`src/rtl/router_pkt_src.sv`:
```
// Packet source for the router input side: sends a {len,addr} header, len LFSR payload bytes, then an XOR parity byte.
// The source honours the busy stall and can corrupt the parity byte on request.
module router_pkt_src #(
  parameter logic [7:0] SEED       = 8'hA5,
  parameter int         GAP_CYCLES = 2
) (
  input  logic        clk,
  input  logic        rstn,
  input  logic        start,
  input  logic [1:0]  addr,
  input  logic [5:0]  len,
  input  logic        bad_parity,
  input  logic        busy,
  output logic        pkt_valid,
  output logic [7:0]  data_out,
  output logic        tx_ready,
  output logic        done,
  output logic        start_rej,
  output logic [15:0] pkt_count
);

  typedef enum logic [2:0] {IDLE, HEADER, PAYLOAD, PARITY, GAP} state_t;

  localparam logic [3:0] GAP_INIT = 4'(GAP_CYCLES);

  state_t      state, state_n;
  logic [7:0]  lfsr, lfsr_n, parity, parity_n, data_n;
  logic [5:0]  cnt, cnt_n, len_q, len_n;
  logic [1:0]  addr_q, addr_n;
  logic        bad_q, bad_n;
  logic [3:0]  gap_cnt, gap_n;
  logic        pkt_valid_n, done_n, rej_n;

  function automatic logic [7:0] lfsr_step(input logic [7:0] q);
    return {q[6:0], q[7] ^ q[5] ^ q[4] ^ q[3]};
  endfunction

  always_ff @(posedge clk or negedge rstn) begin
    if (!rstn) begin
      state     <= IDLE;
      lfsr      <= SEED;
      parity    <= '0;
      cnt       <= '0;
      len_q     <= '0;
      addr_q    <= '0;
      bad_q     <= 1'b0;
      gap_cnt   <= '0;
      pkt_valid <= 1'b0;
      data_out  <= '0;
      done      <= 1'b0;
      start_rej <= 1'b0;
    end else begin
      state     <= state_n;
      lfsr      <= lfsr_n;
      parity    <= parity_n;
      cnt       <= cnt_n;
      len_q     <= len_n;
      addr_q    <= addr_n;
      bad_q     <= bad_n;
      gap_cnt   <= gap_n;
      pkt_valid <= pkt_valid_n;
      data_out  <= data_n;
      done      <= done_n;
      start_rej <= rej_n;
    end
  end

  // Only written on packet completion, so the count holds its value between packets.
  always_ff @(posedge clk or negedge rstn) begin
    if (!rstn)
      pkt_count <= '0;
    else if (state == GAP && gap_cnt == 4'd1)
      pkt_count <= pkt_count + 16'd1;
  end

  assign tx_ready = (state == IDLE);

  always_comb begin
    state_n     = state;
    lfsr_n      = lfsr;
    parity_n    = parity;
    cnt_n       = cnt;
    len_n       = len_q;
    addr_n      = addr_q;
    bad_n       = bad_q;
    gap_n       = gap_cnt;
    pkt_valid_n = pkt_valid;
    data_n      = data_out;
    done_n      = 1'b0;
    rej_n       = 1'b0;
    case (state)
      IDLE: begin
        if (start) begin
          if (len != 6'd0 && addr != 2'd3) begin
            state_n     = HEADER;
            len_n       = len;
            addr_n      = addr;
            bad_n       = bad_parity;
            pkt_valid_n = 1'b1;
            data_n      = {len, addr};
          end else begin
            rej_n = 1'b1;
          end
        end
      end
      HEADER: begin
        if (!busy) begin
          state_n  = PAYLOAD;
          parity_n = data_out;
          cnt_n    = '0;
          data_n   = lfsr;
        end
      end
      // The LFSR always holds the byte currently on data_out during PAYLOAD.
      PAYLOAD: begin
        if (!busy) begin
          parity_n = parity ^ data_out;
          lfsr_n   = lfsr_step(lfsr);
          cnt_n    = cnt + 6'd1;
          if (cnt == len_q - 6'd1) begin
            state_n     = PARITY;
            pkt_valid_n = 1'b0;
            data_n      = (parity ^ data_out) ^ {8{bad_q}};
          end else begin
            data_n = lfsr_step(lfsr);
          end
        end
      end
      PARITY: begin
        if (!busy) begin
          state_n = GAP;
          data_n  = '0;
          gap_n   = GAP_INIT;
        end
      end
      GAP: begin
        if (gap_cnt == 4'd1) begin
          state_n = IDLE;
          done_n  = 1'b1;
        end else begin
          gap_n = gap_cnt - 4'd1;
        end
      end
      default: state_n = IDLE;
    endcase
  end

endmodule

```
`config.mk`:
```
export PLATFORM = sky130hd
export DESIGN_NAME = router_pkt_src
export DESIGN_NICKNAME = d
export VERILOG_FILES = /design/src/rtl/router_pkt_src.sv
export SDC_FILE = /design/constraint.sdc
export NUM_CORES = 1
export LEC_CHECK = 0
export CAP_MARGIN = 10
export CORE_MARGIN = 5
export CORE_UTILIZATION = 50
export DETAILED_ROUTE_END_ITERATION = 8
export GPL_TIMING_DRIVEN = 0
export PLACE_DENSITY = 0.77
export SLEW_MARGIN = 10
export SYNTH_ARGS = -nofsm -noshare
export SYNTH_HDL_FRONTEND = slang
export SYNTH_SLANG_ARGS = --single-unit
```
`constraint.sdc`:
```
create_clock -name clk -period 2.3 [get_ports clk]
set_input_delay 0.46 -clock clk [delete_from_list [all_inputs] [get_ports clk]]
set_output_delay 0.46 -clock clk [all_outputs]
set_load 0.1 [all_outputs]
```
==> results.md <==
- Yosys reg bits: between 60 and 70
- Final setup vio count: 0
- Most frequent cell after synthesis: dfrtp_1
- Clock skew: roughly 0.011 ns
- Primary FF master, synth: dfrtp_1
- Gr ovfl total: 0
- Maxcap violations: 0
- Clk Latency, worst-skew pair: roughly 0.34 ns
- Worst slew margin: between 30% and 40%
- Starting density of the core: between 50% and 60%
- H-tree depth: 3
- Worst EP arrival: between 1.5 and 2 ns
- CTS Sinks: 63
- Detailed Route WL: ~8300 µm
- HP Class: input pin to asynchronous set/reset pin
- TritonCTS clock tree: done
- Pwr/cell area: between 1000 and 1500 mW/mm²
- Setup WS post-layout: ~0.037 ns
- Number of global-route vias before repair: roughly 2,900
- Post-synth EDFFs: 0
- Initial antenna violation count: 0
- Status: finished clean
- DR vias/cell: about 5.8
- Async set-or-reset flop fraction in the synthesized netlist: 100.0%
- RSZ-0062 raised after global routing: true
- Cells after Synth: around 350
- Clock root buffer: clkbuf_8
- Global Route Usage Sum: 20.23%
- Startpoint types: flip-flop
- Post-Place Worst Slack: -0.9755 ns
- Post-layout min period: ~2.3 ns
- Worst Path Max Fanout: 10
- Pre-Repair DR Iteration Count: 5
- Standard-cell rows: 30
- Syn_nets: roughly 370
- Post-route DRC: 0
- Initial DRC Count: 195
- First-pass GRT wire length: between 10,000 and 15,000 µm
- R2R depth: 8
- # diodes: 0
- WL/cell: 16.77 µm
- Hold Violations, Final: 0
- Die area: ~0.0086 mm²
- Final period utilization: around 98%
- Post-synth cell types: 46
- Synth area leaders: dfrtp_1 43%, xnor2_1 9.3%, mux2_2 5.0%
- Slew @ Worst Pin: about 0.98 ns
- I/O Buffers: 40
- Final nets: 431
- CTS Buffer Depth: 2
- Fmax: 0.4418 GHz
- Layout Utilization: between 60% and 70%
- Largest net degree at the start of global routing: 64
- Layout cells sized above 1: 19.90%
- Final ANT Viol Nets: 0
- Mapped Area: 0.003401 mm²
- Area share of the largest cell type after synthesis: between 40% and 50%
- Core region area: 0.006719 mm²
- IO Count: 41
- Critical Path RT: 1.84 ns
- Seq/Total Area, Yosys: a little under half
- Average cell area after synthesis: around 9.7 µm²
- Worst IR drop on VDD: 0.0004995 V
- Crit. End Element: output port
- Vias: roughly 2,900
- Num CTS Buffers: 9
- Slew Viols, Final: 0
- CP Class: flip-flop to output port
- Largest area contributor in the netlist: dfrtp_1
- Chip width: approximately 90 µm
- Routability-driven placement congestion ratio: around 0.81
- Top cells by count, synth: 59 x dfrtp_1, 37 x nand2_1, 36 x xnor2_1
- Chip Height: ~90 µm
- Worst-path clk slew: roughly 0.070 ns
- Leak: approximately 1.9 nW
- Synth Warn #: 0
- Area grow syn2layout: 27.04%
- Post-detail-place hpwl: approximately 5400 µm
## cell usage in the layout, fill, tap and decap left out, drive strengths merged, types with 6 or more instances in the layout
master / synthesis / layout
a21oi: 19 / 19
a221oi: 8 / 8
a311oi: 8 / 8
buf: 5 / 19
clkbuf: 11 / 21
clkdlybuf4s50: 0 / 13
dfrtp: 59 / 59
dlygate4sd2: 0 / 24
inv: 16 / 16
mux2: 15 / 15
nand2: 37 / 37
nand3: 7 / 8
nand4: 6 / 6
nor2: 34 / 34
nor3: 12 / 12
o21ai: 20 / 20
xnor2: 36 / 36
xor2: 9 / 9
## area by class of cell
cell class | count | area (µm²)
fill | 535 | 2399
clock buffer | 12 | 155.1
buffer | 14 | 77.57
multi-input combinational | 257 | 1833
timing repair buffer | 52 | 470.5
inverter | 16 | 60.06
sequential | 63 | 1582
tap | 80 | 100.1
clock inverter | 3 | 42.54
## kinds of logic after synthesis
family	count (synthesis)	synth area share, %
fa+ha+maj	5	1.840
mux	16	5.261
compound gates	67	12.47
buf+inv	32	3.937
xor+xnor	45	11.59
simple gates	123	18.40
flops	63	46.50
## critical path, cell delays in order, from the launching register on
cell and delay [ns]:
dfrtp_1 0.40, buf_4 0.18, or2_2 0.35, clkbuf_4 0.21
nor2_4 0.15, buf_12 0.19
## state kept, by name, summed over array words and instances, names as in the netlist
register / cells
bad_q: 1
len_q: 6
start_rej: 1
cnt: 6
gap_cnt: 4
pkt_valid: 1
lfsr: 8
data_out: 8
pkt_count: 16
state: 3
parity: 8
done: 1
## where the power goes
group	total (W)	switching, W	internal, W
registers	0.00183	0.000368	0.00146
logic	0.00349	0.00218	0.00130
clock network	0.000965	0.000413	0.000552
## metal layers
layer / share of wire [%] / global-route usage, % / vias up
met5: 0 / 0 / -
met4: 2.0 / 7.550 / 0
met2: 48 / 32.81 / 121
met3: 6.3 / 3.981 / 17
met1: 43 / 26.82 / 1415
li1: - / - / 1353
## through the flow
step | area, µm² | hold WS, ns | cells | TNS (ns) | power [W]
6_report | 4320 | 0.2027 | 497 | 0 | 0.006279
5_1_grt | 4320 | 0.2625 | 497 | -0.07159 | 0.006664
4_1_cts | 4202 | 0.2363 | 491 | -0.01931 | 0.006039
3_5_place_dp | 3909 | 0.4661 | 471 | -15.43 | 0.004882
3_3_place_gp | 3911 | 0.4628 | 471 | -90.75 | 0.004799
2_1_floorplan | 3411 | 0.1644 | 351 | 0 | 0.004173
## final timing paths
check,start,endpoint,slack (ns)
worst max-delay path,state[1]$_DFFE_PN0P_,tx_ready,0.04
worst min-delay path,rstn,len_q[2]$_DFFE_PN0P_,0.20
worst max register to register,len_q[0]$_DFFE_PN0P_,data_out[5]$_DFFE_PN0P_,0.09
worst min register to register,pkt_count[15]$_DFFE_PN0P_,pkt_count[15]$_DFFE_PN0P_,0.47
max in group asynchronous,rstn,gap_cnt[1]$_DFFE_PN0P_,1.57
min in group clk,pkt_count[15]$_DFFE_PN0P_,pkt_count[15]$_DFFE_PN0P_,0.47
## what timing repair did
item | 4_1_cts | 5_1_grt
resized for setup | 48 | 17
hold buffers | 0 | 0
setup buffers | 5 | 7
cloned | 0 | 1
setup endpoints to repair | 54 | 23
pin swaps | 3 | 4
No activity file was read; power rests on OpenSTA's default activity.
